**src/rtl/cache_pkg.sv**
```systemverilog
// cache_pkg: state encoding and address-split helpers shared by the data cache
package cache_pkg;
    localparam int WORD_W          = 32;
    localparam int DEF_LINE_COUNT  = 16;
    localparam int DEF_BLOCK_WORDS = 4;
    typedef enum logic [1:0] {IDLE, COMPARE, WRITEBACK, ALLOCATE} state_t;
    function automatic int offset_w(int block_words);
        return $clog2(block_words) + 2;
    endfunction
    function automatic int index_w(int line_count);
        return $clog2(line_count);
    endfunction
    function automatic int tag_w(int line_count, int block_words);
        return 32 - index_w(line_count) - offset_w(block_words);
    endfunction
    function automatic int block_w(int block_words);
        return block_words * WORD_W;
    endfunction
endpackage

```
**src/rtl/cache_line_array.sv**
```systemverilog
// cache_line_array: per-line valid/dirty/tag/data storage with combinational read
module cache_line_array import cache_pkg::*; #(
    parameter int LINE_COUNT  = DEF_LINE_COUNT,
    parameter int BLOCK_WORDS = DEF_BLOCK_WORDS,
    localparam int IW  = index_w(LINE_COUNT),
    localparam int TW  = tag_w(LINE_COUNT, BLOCK_WORDS),
    localparam int BW  = block_w(BLOCK_WORDS),
    localparam int WSW = $clog2(BLOCK_WORDS)
) (
    input  logic           clk,
    input  logic           reset,
    input  logic [IW-1:0]  index,
    output logic           rd_valid,
    output logic           rd_dirty,
    output logic [TW-1:0]  rd_tag,
    output logic [BW-1:0]  rd_block,
    input  logic           block_we,
    input  logic [TW-1:0]  block_tag,
    input  logic [BW-1:0]  block_data,
    input  logic           word_we,
    input  logic [WSW-1:0] word_sel,
    input  logic [31:0]    word_data
);
    logic [LINE_COUNT-1:0] valid, dirty;
    logic [TW-1:0] tags [LINE_COUNT];
    logic [BW-1:0] data [LINE_COUNT];
    assign rd_valid = valid[index];
    assign rd_dirty = dirty[index];
    assign rd_tag   = tags[index];
    assign rd_block = data[index];
    // flags are the only reset state: a refill makes a line clean, a word store dirties it
    always_ff @(posedge clk) begin
        if (reset) begin
            valid <= '0;
            dirty <= '0;
        end else if (block_we) begin
            valid[index] <= 1'b1;
            dirty[index] <= 1'b0;
        end else if (word_we) begin
            dirty[index] <= 1'b1;
        end
    end
    // contents: whole-block refill with new tag, or single-word store
    always_ff @(posedge clk) begin
        if (block_we) begin
            tags[index] <= block_tag;
            data[index] <= block_data;
        end else if (word_we) begin
            data[index][word_sel*WORD_W +: WORD_W] <= word_data;
        end
    end
endmodule

```
**src/rtl/data_cache.sv**
```systemverilog
// data_cache: direct-mapped write-back write-allocate cache with hit/miss counters
module data_cache import cache_pkg::*; #(
    parameter int LINE_COUNT  = DEF_LINE_COUNT,
    parameter int BLOCK_WORDS = DEF_BLOCK_WORDS,
    localparam int OW = offset_w(BLOCK_WORDS),
    localparam int IW = index_w(LINE_COUNT),
    localparam int TW = tag_w(LINE_COUNT, BLOCK_WORDS),
    localparam int BW = block_w(BLOCK_WORDS)
) (
    input  logic          clk,
    input  logic          reset,
    input  logic          is_input_valid,
    input  logic [31:0]   addr,
    input  logic          mem_rw,
    input  logic [31:0]   din,
    output logic          is_ready,
    output logic          is_output_valid,
    output logic [31:0]   dout,
    output logic          is_hit,
    output logic          mem_req,
    output logic          mem_we,
    output logic [31:0]   mem_addr,
    output logic [BW-1:0] mem_wdata,
    input  logic [BW-1:0] mem_rdata,
    input  logic          mem_ack,
    output logic [31:0]   hit_count,
    output logic [31:0]   miss_count
);
    state_t state, state_next;
    logic [31:2] req_addr;
    logic [31:0] req_din;
    logic req_rw, missed;
    logic line_valid, line_dirty, hit, miss;
    logic [TW-1:0] line_tag;
    logic [BW-1:0] line_block;
    logic unused_byte_offset;
    wire [IW-1:0]   index    = req_addr[OW +: IW];
    wire [TW-1:0]   tag      = req_addr[31 -: TW];
    wire [OW-3:0]   word_sel = req_addr[OW-1:2];
    assign unused_byte_offset = ^addr[1:0];
    cache_line_array #(.LINE_COUNT(LINE_COUNT), .BLOCK_WORDS(BLOCK_WORDS)) lines (
        .clk(clk), .reset(reset), .index(index),
        .rd_valid(line_valid), .rd_dirty(line_dirty), .rd_tag(line_tag), .rd_block(line_block),
        .block_we(state == ALLOCATE && mem_ack), .block_tag(tag), .block_data(mem_rdata),
        .word_we(hit && req_rw), .word_sel(word_sel), .word_data(req_din)
    );
    assign hit             = state == COMPARE && line_valid && line_tag == tag;
    assign miss            = state == COMPARE && !hit;
    assign is_ready        = state == IDLE;
    assign is_output_valid = hit;
    assign is_hit          = hit && !missed;
    assign dout            = (hit && !req_rw) ? line_block[word_sel*WORD_W +: WORD_W] : '0;
    assign mem_req         = state == WRITEBACK || state == ALLOCATE;
    assign mem_we          = state == WRITEBACK;
    assign mem_addr        = state == WRITEBACK ? {line_tag, index, {OW{1'b0}}} :
                             state == ALLOCATE  ? {tag, index, {OW{1'b0}}} : '0;
    assign mem_wdata       = state == WRITEBACK ? line_block : '0;
    // state register, request latch, and a marker that this request already missed once
    always_ff @(posedge clk) begin
        if (reset) begin
            state  <= IDLE;
            missed <= 1'b0;
        end else begin
            state <= state_next;
            if (state == IDLE && is_input_valid) begin
                req_addr <= addr[31:2];
                req_rw   <= mem_rw;
                req_din  <= din;
                missed   <= 1'b0;
            end else if (miss) begin
                missed <= 1'b1;
            end
        end
    end
    // next state: dirty victims are written back before the refill read
    always_comb begin
        state_next = state;
        case (state)
            IDLE:      state_next = is_input_valid ? COMPARE : IDLE;
            COMPARE:   state_next = hit ? IDLE : (line_valid && line_dirty) ? WRITEBACK : ALLOCATE;
            WRITEBACK: state_next = mem_ack ? ALLOCATE : WRITEBACK;
            ALLOCATE:  state_next = mem_ack ? COMPARE : ALLOCATE;
            default:   state_next = IDLE;
        endcase
    end
    // saturating counters; the post-refill lookup of a missed request is not a hit
    always_ff @(posedge clk) begin
        if (reset) begin
            hit_count  <= '0;
            miss_count <= '0;
        end else begin
            if (is_hit && hit_count != '1) hit_count <= hit_count + 32'd1;
            if (miss && miss_count != '1) miss_count <= miss_count + 32'd1;
        end
    end
endmodule

```
**config.mk**
```make
export PLATFORM = sky130hd
export DESIGN_NAME = data_cache
export DESIGN_NICKNAME = d
export VERILOG_FILES = /design/src/rtl/cache_pkg.sv /design/src/rtl/cache_line_array.sv /design/src/rtl/data_cache.sv
export SDC_FILE = /design/constraint.sdc
export NUM_CORES = 2
export LEC_CHECK = 0
export CAP_MARGIN = 20
export CORE_ASPECT_RATIO = 0.6
export CORE_MARGIN = 1.5
export CORE_UTILIZATION = 55
export DETAILED_ROUTE_END_ITERATION = 16
export PLACE_DENSITY_LB_ADDON = 0.3
export SKIP_CTS_REPAIR_TIMING = 1
export SYNTH_ARGS = -nofsm -noshare
export SYNTH_HDL_FRONTEND = slang
export SYNTH_SLANG_ARGS = --single-unit
```
**constraint.sdc**
```tcl
create_clock -name clk -period 15.8 [get_ports clk]
set_clock_uncertainty 0.2 [all_clocks]
set_input_delay 1.58 -clock clk [delete_from_list [all_inputs] [get_ports clk]]
set_output_delay 1.58 -clock clk [all_outputs]
set_load 0.1 [all_outputs]
```
## Yosys cells after proc, flatten, opt, wreduce, memory -nomap -nowiden

Memories as Yosys holds them, arrays and structs flattened. A register that Yosys moved wholly into a read port is not among the register bits.
Cells that the tools add are included.

- Add/sub/neg operators: 3
- $lt $le $gt $ge: 2
- Eq/ne operators: 6
- Shifts and indexed selects: 3
- Muxes and demuxes: 153
- Bitwise gates (word level): 133
- Reduce and logical (&&, ||, !) cells: 20

Operators with widths:

| kind | number |
|---|---|
| 128-bit 2-to-1 mux | 2 |
| 1-bit 2-to-1 mux | 138 |
| 1-bit OR | 128 |
| 32-bit by 34-bit variable shift with 128-bit output (first input constant) | 1 |
| 128-bit by 8-bit indexed part select with 32-bit output | 1 |
| 32-bit by 34-bit indexed part select with 128-bit output | 1 |
| 32-bit 2-to-1 mux | 3 |
| 32-bit by 1-bit adder with 32-bit output (second input constant) | 2 |
| 32-bit != test (second input constant) | 2 |
| 7-bit negation with 34-bit output | 1 |
| 16-bit 2-to-1 mux | 2 |
| 16-bit OR | 2 |
| 24-bit == test | 1 |
| 16-bit AND | 1 |
| 16-bit NOT | 1 |
| 1-bit logical AND | 12 |
| 1-bit binary-select mux with 4-bit select | 2 |
| 4-bit 2-to-1 mux | 2 |
| 2-bit one-hot mux with 4 select lines | 1 |
| 4-bit by 5-bit < comparator with 1-bit output (second input constant) | 1 |
| 1-bit demux with 4-bit select | 1 |
| 2-bit == test (second input constant) | 2 |
| 4-bit by 1-bit greater-or-equal comparator with 1-bit output (second input constant) | 1 |
| 2-bit 2-to-1 mux | 2 |
| 8 further kinds | 10 |

- Register bits: 162
- Memory bits (writable): 2432
- Input bits: 197
- Output and inout port bits: 261
- Logic and storage cells: 331
- Memories kept: 2

Memories:

| name | words | bits a word | read ports | clocked after memory_dff | wr ports | RTL line | RTL |
|---|---|---|---|---|---|---|---|
| lines.data | 16 | 128 | 1 | 1 | 1 | cache_line_array.sv:26 | `logic [BW-1:0] data [LINE_COUNT];` |
| lines.tags | 16 | 24 | 1 | 1 | 1 | cache_line_array.sv:25 | `logic [TW-1:0] tags [LINE_COUNT];` |

## Logic depth before layout (Yosys ltp)

- Depth in word-level cells: 9
- Depth in mapped cells: 17
- Gate-level depth less buffers: 9

## By module

A second synthesis with hierarchy kept.

- Cell total of the unflattened synthesis: 4950
- Area, all modules: 101944.0 µm²

Modules (own cells, without submodules):

| module | times used | cells each | area each (µm²) | sequential area each (µm²) |
|---|---|---|---|---|
| cache_line_array | 1 | 4121 | 93797.5 | 73670.7 |
| data_cache | 1 | 829 | 8146.6 | 3233.1 |

## Least setup slack after synthesis

Ideal clock, no wire load.

- Kind: reg2out
- Start: register (tool-made name)
- End: output dout[16]
- Data arrival time: 5.359 ns
- Data required time: 14.020 ns
- Path slack: 8.661 ns
- Cell stages (with the launch flop): 16
- Path buffers: 8
- Cells stage by stage: dfxtp_1 buf_6 buf_6 buf_2 buf_1 clkbuf_1 buf_1 clkbuf_1 clkbuf_1 mux4_2 nand2_1 nand3_1 o21ai_0 o21ai_0 nor2_1 a211oi_1

RTL lines:

| what | RTL line | RTL |
|---|---|---|
| end, declared | data_cache.sv:18 | `output logic [31:0] dout,` |

==> flow_summary.json <==
{
  "htreeDepth": 4,
  "rsz0062_at_grt": "no",
  "max_stage_delay_ps": 1210,
  "final_nets": 5937,
  "grt_pass1_vias": 54621,
  "syn_area_um2": 104000,
  "drive_gt1_share_pct": 25.1,
  "path_delay_family": "buffers and inverters",
  "status": "finished clean",
  "path_class": "reg2out",
  "drt_iter0_markers": 9206,
  "final_cells": 8442,
  "period_needed_ps": 9150,
  "numCtsBuffers": 229,
  "io_buffers": 451,
  "antenna_found_initial": 50,
  "place_area_um2": 113000,
  "syn2layout_area_growth_pct": 15.8,
  "cts_tree": "yes",
  "ys.flop_type": "edfxtp_1",
  "grt.overflow.total": 0,
  "maxSlewHeadroom_pct": 20.8,
  "cap_violations": 0,
  "cp-start-kind": "register",
  "vias": 55985,
  "cts_buffer_depth": 4,
  "die_area_um2": 193000,
  "routabilityCongestion": 0.872,
  "core_region_area_um2": 188000,
  "setup_ws_ps": 6650,
  "pin_count": 458,
  "tightest_slew_ps": 1190,
  "drv_slew": 0,
  "wl_per_cell_um": 35.0,
  "clk_pin_slew_worst_paths_ps": 70,
  "drcViolationCount": 0,
  "grt_max_degree": 159,
  "syn_inst": 5119,
  "crit_path_cell_trace": "buf_4 -> mux4_2 -> mux2i_1 -> mux2_2 -> xor2_1 -> nor4b_1 -> and4b_1 -> nand3_1 -> or2_2 -> nor2b_1 -> clkdlybuf4s50_1",
  "die_h_um": 340,
  "p_leak_nw": 38.9,
  "worst-path-buf-inv": 2,
  "track_usage_pct": 30.7,
  "postLayoutCoreUtil_pct": 64.3,
  "slowest_stage": "clkdlybuf4s50_1",
  "grt_pass1_wl_um": 411000,
  "cts.sinks": 2598,
  "timing.setup.tns_ps": 0,
  "synth_cell_types": 82,
  "whs_ps": 278,
  "mostFrequentLayoutCell": "edfxtp_1",
  "crit_arrival_ps": 7370,
  "peakVddDrop_v": 0.000121,
  "dpl_worst_slack_ps": 7380,
  "setup_viol": 0,
  "finalHoldViolCount": 0,
  "syn_avg_cell_area_um2": 20.4,
  "root_buffer": "clkbuf_16",
  "ys_warn_count": 0,
  "final_cell_area_um2": 121000,
  "end_kind": "output pin",
  "power.density_nw_per_um2": 122,
  "hold_path.class": "reg2reg",
  "postRouteAntennaNets": 0,
  "worstPathRequired_ps": 14020,
  "post-dp-hpwl_um": 174000,
  "rows": 123,
  "place_inst": 7909,
  "drtPass1Iterations": 6,
  "period_share_pct": 57.9,
  "synth_edf_count": 2495,
  "fmax_mhz": 109,
  "die_w_um": 565,
  "finalPower_mw": 14.8,
  "via_per_inst": 6.63,
  "ys_seq_area_share_pct": 73.7,
  "cp_max_fo": 51,
  "wl_um": 296000,
  "layout_common_cells": "edfxtp_1 (2495), mux4_2 (754), clkdlybuf4s50_1 (450)",
  "ys_ff_latch": 2598,
  "clock_latency_ps": 880,
  "start_util_pct": 55.5,
  "ys_async_sr_fraction_pct": 0
}
[area by class of cell]
cell class	instances	area, µm²
timing repair buffer	682	6370
clock buffer	281	6110
fill	12340	67200
clock inverter	134	1170
sequential	2598	77000
antenna	25	62.6
multi-input combinational	2065	26400
inverter	157	598
tap	2500	3130
[per-layer routing]
layer / global-route usage [%] / part of all wire [%] / up-vias
li1: - / - / 22220
met1: 44.0 / 37 / 29275
met2: 44.6 / 45 / 3946
met3: 10.1 / 15 / 510
met4: 10.8 / 3.7 / 34
met5: 0.515 / 0.12 / -
[Yosys cell counts (5+ instances only)]
library cell / n / area (µm²)
o22ai_1: 11 / 68.8
o21ai_0: 44 / 220
clkbuf_1: 200 / 751
and4_1: 6 / 52.6
inv_1: 154 / 578
or4_1: 24 / 180
edfxtp_1: 2495 / 74900
or2_2: 5 / 31.3
mux2_2: 39 / 439
o31ai_1: 23 / 173
nor4_1: 6 / 37.5
buf_1: 50 / 188
mux2i_1: 185 / 1850
o21ba_2: 17 / 170
a21oi_1: 123 / 616
nor3b_1: 7 / 52.6
dfxtp_1: 103 / 2060
and2_1: 142 / 888
nand2_1: 203 / 762
ha_1: 7 / 87.6
a21o_1: 5 / 37.5
nand3_1: 42 / 210
nor2b_1: 73 / 457
buf_2: 26 / 130
mux4_2: 754 / 17000
a221oi_1: 6 / 52.6
or3_1: 19 / 119
buf_6: 14 / 158
nor3_1: 33 / 165
nand4_1: 27 / 169
a31o_2: 5 / 43.8
and3_1: 26 / 163
nand2b_1: 14 / 87.6
nor2_1: 106 / 398
xnor2_1: 19 / 166
a211oi_1: 12 / 90.1
buf_4: 9 / 67.6
[worst min-delay path: stages, from the launching register on]
cell     delay, ps
dfxtp_1        320
nor2_1          50
nor2_1          70
[cell families after synthesis]
family | share of synthesized area [%]
flops | 73.7
buf+inv | 1.85
xor+xnor | 0.193
mux | 18.5
compound gates | 1.79
simple gates | 3.82
fa+ha+maj | 0.0839
other cells | 0.00359
[path summary, 6_finish.rpt]
check | startpoint | end | slack [ps] | cells past startpoint
worst max register to register | register | lines.data[14][44] | 8880 | 12
worst max-delay path | register | dout[3] | 6650 | 11
worst min register to register | lines.valid[7] | lines.valid[7] | 280 | 2
worst min-delay path | lines.valid[7] | lines.valid[7] | 280 | 2
[sequential cells by signal, summed over array words and instances (netlist names), named ones only]
register,count
state,2
lines.data,2048
hit_count,32
lines.valid,16
req_rw,1
req_addr,30
miss_count,32
missed,1
lines.tags,384
req_din,32
[power breakdown]
part	leakage, nW	internal (mW)	switching, mW
sequential	23.3	7.56	0.0735
clock	3.58	3.06	2.47
combinational	12.0	0.571	1.02
(Power assumes the default switching activity.)
